`src/rtl/stream_fifo.sv`:
```
// Valid/ready elastic buffer of DEPTH beats with optional fall-through bypass,
// synchronous flush, registered occupancy and almost-full status.
module stream_fifo #(
  parameter int DLEN     = 32,
  parameter int DEPTH    = 4,
  parameter int FALLTHRU = 1,
  parameter int AFULL    = DEPTH - 1
) (
  input  logic                     clk,
  input  logic                     rstn,
  input  logic                     i_flush,
  input  logic                     i_valid,
  output logic                     o_ready,
  input  logic [DLEN-1:0]          i_data,
  output logic                     o_valid,
  input  logic                     i_ready,
  output logic [DLEN-1:0]          o_data,
  output logic [$clog2(DEPTH):0]   o_count,
  output logic                     o_almost_full
);

  localparam int PW = $clog2(DEPTH);
  localparam int CW = PW + 1;
  localparam logic [CW-1:0] FULL_C = CW'(DEPTH);
  localparam logic [CW-1:0] AF_C   = CW'(AFULL);

  logic [DLEN-1:0] r_mem [DEPTH];
  logic [PW-1:0]   r_rd;
  logic [PW-1:0]   r_wr;
  logic [CW-1:0]   r_count;
  logic            r_active;
  logic            r_afull;

  logic            w_open;
  logic            w_empty;
  logic            w_full;
  logic            w_ihs;
  logic            w_ohs;
  logic            w_bypass;
  logic            w_push;
  logic            w_pop;
  logic [CW-1:0]   w_count_nxt;

  // Handshake: a beat moves on a rising edge where valid and ready are both high;
  // o_ready never depends on i_ready, and nothing transfers while closed (reset/flush).
  assign w_open  = rstn & r_active & ~i_flush;
  assign w_empty = (r_count == '0);
  assign w_full  = (r_count == FULL_C);

  assign o_ready = w_open & ~w_full;

  always_comb begin
    if (FALLTHRU != 0) begin
      o_valid = w_open & (~w_empty | i_valid);
      o_data  = o_valid ? (w_empty ? i_data : r_mem[r_rd]) : '0;
    end else begin
      o_valid = w_open & ~w_empty;
      o_data  = o_valid ? r_mem[r_rd] : '0;
    end
  end

  assign w_ihs    = i_valid & o_ready;
  assign w_ohs    = o_valid & i_ready;
  // Empty and both sides handshaking in fall-through mode: the beat never touches storage.
  assign w_bypass = (FALLTHRU != 0) & w_empty & w_ihs & w_ohs;
  assign w_push   = w_ihs & ~w_bypass;
  assign w_pop    = w_ohs & ~w_empty;

  always_comb begin
    w_count_nxt = r_count;
    if (w_push && !w_pop)      w_count_nxt = r_count + CW'(1);
    else if (!w_push && w_pop) w_count_nxt = r_count - CW'(1);
  end

  always_ff @(posedge clk) begin
    if (!rstn) begin
      r_active <= 1'b0;
      r_rd     <= '0;
      r_wr     <= '0;
      r_count  <= '0;
      r_afull  <= 1'b0;
    end else begin
      r_active <= 1'b1;
      if (i_flush) begin
        r_rd    <= '0;
        r_wr    <= '0;
        r_count <= '0;
        r_afull <= 1'b0;
      end else begin
        if (w_push) r_wr <= r_wr + PW'(1);
        if (w_pop)  r_rd <= r_rd + PW'(1);
        r_count <= w_count_nxt;
        r_afull <= (w_count_nxt >= AF_C);
      end
    end
  end

  always_ff @(posedge clk) begin
    if (w_push) r_mem[r_wr] <= i_data;
  end

  // Status is forced low while reset is asserted, ahead of the clearing edge.
  assign o_count       = rstn ? r_count : '0;
  assign o_almost_full = rstn & r_afull;

endmodule

```
`config.mk`:
```
export PLATFORM = sky130hd
export DESIGN_NAME = stream_fifo
export DESIGN_NICKNAME = d
export VERILOG_FILES = /design/src/rtl/stream_fifo.sv
export SDC_FILE = /design/constraint.sdc
export NUM_CORES = 1
export LEC_CHECK = 0
export ABC_AREA = 1
export BUFFER_PORTS_ARGS = -buffer_cell sky130_fd_sc_hd__buf_4
export CAP_MARGIN = 20
export CORE_MARGIN = 2
export CORE_UTILIZATION = 57
export DETAILED_ROUTE_END_ITERATION = 8
export PLACE_DENSITY = 0.76
export SYNTH_ARGS = -nofsm -noshare
export SYNTH_HDL_FRONTEND = slang
export SYNTH_SLANG_ARGS = --single-unit
export TNS_END_PERCENT = 1
```
`constraint.sdc`:
```
create_clock -name clk -period 3.95 [get_ports clk]
set_clock_uncertainty 0.15 [all_clocks]
set_input_delay 0.79 -clock clk [delete_from_list [all_inputs] [get_ports clk]]
set_output_delay 0.79 -clock clk [all_outputs]
set_load 0.1 [all_outputs]
```
Word level (Yosys, flattened, before mapping)

Memories as Yosys holds them, arrays and structs flattened. A register that Yosys moved wholly into a read port is not among the register bits.
Cells that the tools add are included.

Register bits: 9
Bits in writable memories: 128
Input bits: 37
Logic and storage cells: 45
Memories kept: 1

Memories:

| name  | depth | bits a word | read ports | clocked after memory_dff | wr ports | line | text |
|---|---|---|---|---|---|---|---|
| r_mem | 4     | 32          | 1          | 1                        | 1        | 27   | `logic [DLEN-1:0] r_mem [DEPTH];` |

$add $sub $neg: 4
$lt $le $gt $ge: 1
Eq/ne operators: 1
Muxes and demuxes: 10
Bitwise operators: 17
Reductions and logical operators: 6

Operator list:

| cell                                                                  | count |
|---|---|
| 32-bit two-way mux                                                    | 2 |
| 1-bit bitwise AND                                                     | 11 |
| 3-bit two-way mux                                                     | 3 |
| 1-bit inverter                                                        | 5 |
| 2-bit by 1-bit adder with 2-bit output, second input constant         | 2 |
| 2-bit two-way mux                                                     | 2 |
| 3-bit by 1-bit adder with 3-bit output, second input constant         | 1 |
| 3-bit equality test, second input constant                            | 1 |
| 3-bit by 2-bit >= comparator with 1-bit output, second input constant | 1 |
| 3-bit zero test                                                       | 1 |
| 1-bit two-way mux                                                     | 3 |
| 3-bit by 1-bit subtractor with 3-bit output, second input constant    | 1 |
| 1-bit logical AND                                                     | 2 |
| 1-bit zero test                                                       | 2 |
| 2-bit OR reduction                                                    | 1 |
| 1-bit OR                                                              | 1 |

Depth between registers and ports, before layout

Gate-level depths: netlist (run 1).

Depth after elaboration: 13
Mapped depth: 12

Least setup slack after synthesis (run 1)

No wires, ideal clock.

Kind: input to output
Start point: input port rstn
End point: output port o_data[22]
Arrival time: 3.295 ns
Data required time: 3.010 ns
Slack: -0.285 ns
Cell stages on the path: 7
Path buffers: 1
Path through: nand2_2 > nor2_8 > nand2_2 > inv_2 > buf_2 > o21ai_1 > a31oi_1

Word-level cells in the longest chain between the ends: 4

RTL lines:

| item                           | line | text |
|---|---|---|
| start: declaration             | 10   | `input logic rstn,` |
| 1-bit bitwise AND (2 in a row) | 46   | `assign w_open = rstn & r_active & ~i_flush;` |
| 1-bit bitwise AND              | 54   | `o_valid = w_open & (~w_empty \| i_valid);` |
| net o_valid                    | 15   | `output logic o_valid,` |
| 32-bit two-way mux             | 55   | `o_data = o_valid ? (w_empty ? i_data : r_mem[r_rd]) : '0;` |
| end: declaration               | 17   | `output logic [DLEN-1:0] o_data,` |

The timed path passes the listed nets, and every way through them passes these cells.

Worst setup path after layout (run 1)

Start point: register r_count[0]
End point: output port o_data[16]

Word-level cells in the longest chain between the ends: 5
Elaborated cells on any way between the ends: 6
Classes of those cells: mux (2); bitwise (3); reduce/logical (1)

RTL lines:

| item                     | line | text |
|---|---|---|
| start: declaration       | 30   | `logic [CW-1:0] r_count;` |
| start signal: assignment | 92   | `r_count <= w_count_nxt;` |
| 3-bit zero test *        | 47   | `assign w_empty = (r_count == '0);` |
| 1-bit inverter           | 54   |  |
| 1-bit OR                 | 54   |  |
| 1-bit bitwise AND        | 54   |  |
| 32-bit two-way mux *     | 55   |  |

Every way passes the cells marked *; elsewhere a longest branch is shown, timed or not.

==> results of run 1 <==
## registers in the layout, summed over array words and instances, names as in the netlist, named ones only
| register | count |
|---|---|
| r_active | 1 |
| r_afull | 1 |
| r_count | 3 |
| r_mem | 128 |
| r_rd | 2 |
| r_wr | 2 |
## power groups by stage
stage | clock (uW) | sequential [uW] | combinational, uW
global route | 1700 | 1620 | 188
global placement | 0 | 1650 | 172
CTS | 1630 | 1620 | 177
detailed placement | 0 | 1650 | 176
floorplan | 0 | 1650 | 101
finish | 1610 | 1620 | 176
## cell type report
| type | count | area share |
|---|---|---|
| Inverter | 25 | 0.0129 |
| Timing Repair Buffer | 90 | 0.0948 |
| Multi-Input combinational cell | 318 | 0.225 |
| Clock inverter | 15 | 0.0274 |
| Sequential cell | 139 | 0.560 |
| Clock buffer | 17 | 0.0570 |
| Tap cell | 136 | 0.0234 |
## worst paths after layout
| check | startpoint | end | slack, ns |
|---|---|---|---|
| hold reg to reg | r_rd[1]$_SDFFE_PP0P_ | flip-flop | 0.35 |
| setup / recovery | r_count[0]$_SDFF_PP0_ | o_data[16] | 0.33 |
| setup reg to reg | r_count[0]$_SDFF_PP0_ | r_mem[0][26]$_DFFE_PP_ | 1.19 |
| hold / removal | rstn | r_active$_DFF_P_ | 0.28 |
## layer usage
metal  wire, um  global-route usage
met2       6630               0.407
met3        812              0.0662
met5          0                   0
met1       4870               0.281
met4        133              0.0865
## cell usage after synthesis
master / number / area share
inv_2: 3 / 0.0019
buf_2: 12 / 0.010
nor3b_2: 1 / 0.0021
nand2_1: 14 / 0.0089
o21ai_4: 1 / 0.0028
edfxtp_1: 128 / 0.65
clkinv_1: 1 / 0.00064
inv_1: 21 / 0.013
buf_1: 4 / 0.0026
nand3_2: 3 / 0.0051
ha_1: 7 / 0.015
nor2_2: 1 / 0.0011
nor2_1: 138 / 0.088
nand2_4: 2 / 0.0038
nand3_4: 1 / 0.0030
o21ai_1: 46 / 0.039
clkbuf_1: 14 / 0.0089
nand3_1: 7 / 0.0060
a21oi_1: 3 / 0.0026
nor2_8: 2 / 0.0068
dfxtp_1: 11 / 0.037
a31oi_1: 33 / 0.035
o21ai_0: 54 / 0.046
nand2_2: 5 / 0.0053
## critical path, delay by kind of cell (launching register included)
family	cells	cell delay, ns
simple gates	1	0.44
buf+inv	3	0.79
flops	1	0.39
fa+ha+maj	1	0.25
compound gates	2	0.29
## stage by stage
step | TNS (ns) | instances | setup slack, ns
2_1_floorplan | -2.28 | 512 | -0.285
3_3_place_gp | 0 | 708 | 0.677
3_5_place_dp | 0 | 708 | 0.668
4_1_cts | 0 | 740 | 0.323
5_1_grt | 0 | 740 | 0.173
6_report | 0 | 740 | 0.331
## logic make-up after synthesis
logic type               count (synthesis)  synth area share
AO/OA/AOI/OAI                          137             0.126
adder cells (fa/ha/maj)                  7            0.0149
buffers and inverters                   55            0.0377
AND/OR/NAND/NOR                        174             0.130
flip-flops                             139             0.692
==> metrics.txt, run 1 <==
result of the run=finished clean; vias per cell=5.56; hold violation total from the final report=0; FF/Latch Area=4070 um^2; Internal Power=2690 uW; Die Wd=106 um; Mapped Cells=around 510; Max Clk Rate=approximately 0.28 GHz; nets=~640; Top Ports=between 70 and 80; Die Ht=about 110 um; leading cell type in the layout, fill and taps excluded=nor2_1; maximum vdd drop=0.337 mV; # fillers=686; initial drt markers=298; antenna-violating nets left=0; clk_lat worst skew=0.51 ns; number of setup buffers added after CTS=0; area taken by multi-input logic gates=1630 um^2; area of the die=between 10000 and 15000 um^2; DP Area=6650 um^2; Yosys cell types=24; Detailed Route WL=12.4 mm; via count=4115; diodes inserted=0; post-synthesis cell area=~5900 um^2; Detail Placement HPWL=7.44 mm; pin count of the biggest net entering global routing=43; Core Region=10200 um^2; Clock Tree Buf Depth=2; Hold Path Depth=1; switching pwr=716 uW; Gate power share=0.052; fin crit period=3.62 ns; Synth Net Count=between 500 and 600; RSZ-0062 raised after global routing=false; share of power burned in registers=0.475; hold_ws=roughly 0.28 ns; initial antenna violation count=0; crit-path cells=inv_1 > ha_1 > nand2_2 > buf_4 > o21ai_1 > a31oi_1 > buf_4; CP max stage delay=0.44 ns; Crit Path Max Fanout=24; critical setup path kind=flip-flop to primary output; synth warn=0; final instance area=7260 um^2; Max Cap Viol=0; worst-margin pin slew=a little over 0.6 ns; Setup Viol. Count Final=0; most frequent cells in the layout=nor2_1, edfxtp_1, buf_4; Synth Area per Inst=about 11 um^2; Total Routing Usage GR=0.235; register bit total from synthesis=139; cell mode on critical path=buf_4; max-slew violations=0; I/O Buffers=74; CTS tree=built; Sw Ratio=0.210; final cell utilization of the core=0.713; overall power=3400 uW; RePlAce Congestion=0.764; Clk pwr share=0.473; R2R cell count=6; total CTS buffers=17; Remaining Overflow, GRT=0; Site Rows=37; H-tree depth=4; PwrDens=469 nW/um^2; hold_buf cts=0; clk sink count=around 140; Slowest-stage cell, CP=nand2_2; layout cell share with drive strength beyond 1=0.243; Pre-antenna DRT Iters=4; HP Class=input pin to flip-flop; Post-CTS Resized=0; vias in the first global route=~4000; first-pass GRT wire length=approximately 20 mm; clk root buf=clkbuf_8; effective utilization at floorplan=0.577; Data arrival, critical path=2.68 ns; normalized max-slew margin=0.594; Final period util=0.916; Clock Pin Slew Worst Setup and Hold Paths=0.06 ns; WL per Instance=16.8 um; residual DRC count=0; leakage=0.00271 uW; Worst setup SP type=flip-flop; sequential share of the synthesized area=0.692; critical path capture point type=primary output; Critical Path RT=3.01 ns; P&R area growth vs syn=23.5%
Note: power is estimated with default switching activity, not from simulation.
==> inputs of run 2 (changes only) <==
--- a/config.mk
+++ b/config.mk
@@ -8,6 +8,7 @@
 export ABC_AREA = 1
 export BUFFER_PORTS_ARGS = -buffer_cell sky130_fd_sc_hd__buf_4
 export CAP_MARGIN = 20
+export CORE_ASPECT_RATIO = 0.5
 export CORE_MARGIN = 2
 export CORE_UTILIZATION = 57
 export DETAILED_ROUTE_END_ITERATION = 8
==> metrics.txt, run 2 (synthesized netlist as in run 1, its figures left out) <==
Clock Tree Buf Depth=2; HP Class=flip-flop to flip-flop; critical setup path kind=flip-flop to primary output; Detailed Route WL=13.2 mm; hold violation total from the final report=0; Post-CTS Resized=0; via count=roughly 4200; P&R area growth vs syn=23.4%; Worst setup SP type=flip-flop; Top Ports=75; RSZ-0062 raised after global routing=false; Slowest-stage cell, CP=nand2_2; Detail Placement HPWL=between 7 and 8 mm; initial drt markers=between 300 and 400; layout cell share with drive strength beyond 1=0.236; Core Region=10100 um^2; Largest register FFs=128; WL per Instance=17.9 um; leakage=0.00270 uW; initial antenna violation count=0; first-pass GRT wire length=19.4 mm; Remaining Overflow, GRT=0; diodes inserted=0; H-tree depth=4; most frequent cells in the layout=nor2_1, edfxtp_1, buf_4; worst-margin pin slew=~0.66 ns; PwrDens=476 nW/um^2; RePlAce Congestion=0.822; residual DRC count=0; Final period util=0.907; CP max stage delay=0.50 ns; GR met1 Demand/Resource=0.293; effective utilization at floorplan=0.581; Max Clk Rate=0.279 GHz; Clock Pin Slew Worst Setup and Hold Paths=around 0.060 ns; Regs by FF count=r_mem (128), r_count (3); clk sink count=139; leading cell type in the layout, fill and taps excluded=nor2_1; clk_lat worst skew=around 0.42 ns; Total Routing Usage GR=0.236; Max Cap Viol=0; CTS tree=built; Biggest register=r_mem; vias per cell=5.65; pin count of the biggest net entering global routing=63; nets=roughly 630; normalized max-slew margin=0.562; hold_buf cts=0; hold_ws=~0.35 ns; met3 usage=0.0569; Data arrival, critical path=2.64 ns; busiest metal layer after global routing=met2; Pre-antenna DRT Iters=6; critical path capture point type=primary output; final cell utilization of the core=0.717; crit-path cells=inv_1 > ha_1 > nand2_2 > buf_12 > o21ai_1 > a31oi_1 > buf_4; Setup Viol. Count Final=0; Die Ht=75.8 um; antenna-violating nets left=0; area of the die=11200 um^2; number of setup buffers added after CTS=0; Critical Path RT=3.01 ns; Site Rows=26; vias in the first global route=3792; fin crit period=3.58 ns; Crit Path Max Fanout=38; result of the run=finished clean; met2 usage=0.410; min setup slack post-route=0.367 ns; Total Neg Setup Slack=0 ns; total CTS buffers=17; Die Wd=around 150 um; clk root buf=clkbuf_16; Setup WS pre-CTS=0.576 ns; max-slew violations=0; maximum vdd drop=0.357 mV; I/O Buffers=74
-- run 2: cell types whose count changed in the layout (fill, tap and decap cells not counted), sizes merged --
cell / change
clkinv: +1
buf: -6
clkinvlp: -3
inv: +1
-- run 2: per-layer routing --
layer	vias up	wire (um)
li1	1971	-
met1	2020	5500
met2	148	6640
met3	22	827
met4	0	216
met5	-	0
-- run 2: area by class of cell --
cell class | count | area [um^2]
Sequential cell | 139 | 4070
Fill cell | 674 | 2860
Multi-Input combinational cell | 318 | 1630
Timing Repair Buffer | 84 | 668
Clock buffer | 17 | 425
Clock inverter | 14 | 195
Tap cell | 140 | 175
Inverter | 25 | 93.8
-- run 2: worst paths after layout --
kind | start | endpoint | slack, ns | depth (start not counted)
worst max register to register | r_count[0]$_SDFF_PP0_ | r_mem[2][18]$_DFFE_PP_ | 0.98 | 7
worst max-delay path | r_count[0]$_SDFF_PP0_ | o_data[6] | 0.37 | 7
worst min-delay path | r_rd[1]$_SDFFE_PP0P_ | flip-flop | 0.35 | 2
worst min register to register | r_rd[1]$_SDFFE_PP0P_ | flip-flop | 0.35 | 2
-- run 2: power by group --
part,switching (uW),internal (uW),leakage [uW],total (uW)
logic,126,49.8,0.00115,176
registers,2.64,1610,0.00124,1620
clock network,602,1060,0.000303,1660
total,731,2720,0.00270,3450
-- run 2: worst max-delay path, delay by kind of cell (launching register included) --
| family | cells | cell delay [ns] |
|---|---|---|
| buffers and inverters | 3 | 0.74 |
| adders and majority gates | 1 | 0.26 |
| DFF | 1 | 0.38 |
| and+or+nand+nor | 1 | 0.50 |
| AOI/OAI and AO/OA | 2 | 0.34 |
-- run 2: through the flow --
stage                     power [uW]  instances  instance area, um^2
after floorplan                 1750        512                 5880
after global routing            3530        737                 7250
after detailed placement        1820        706                 6630
after global placement          1820        706                 6630
final                           3450        737                 7250
after CTS                       3470        737                 7250
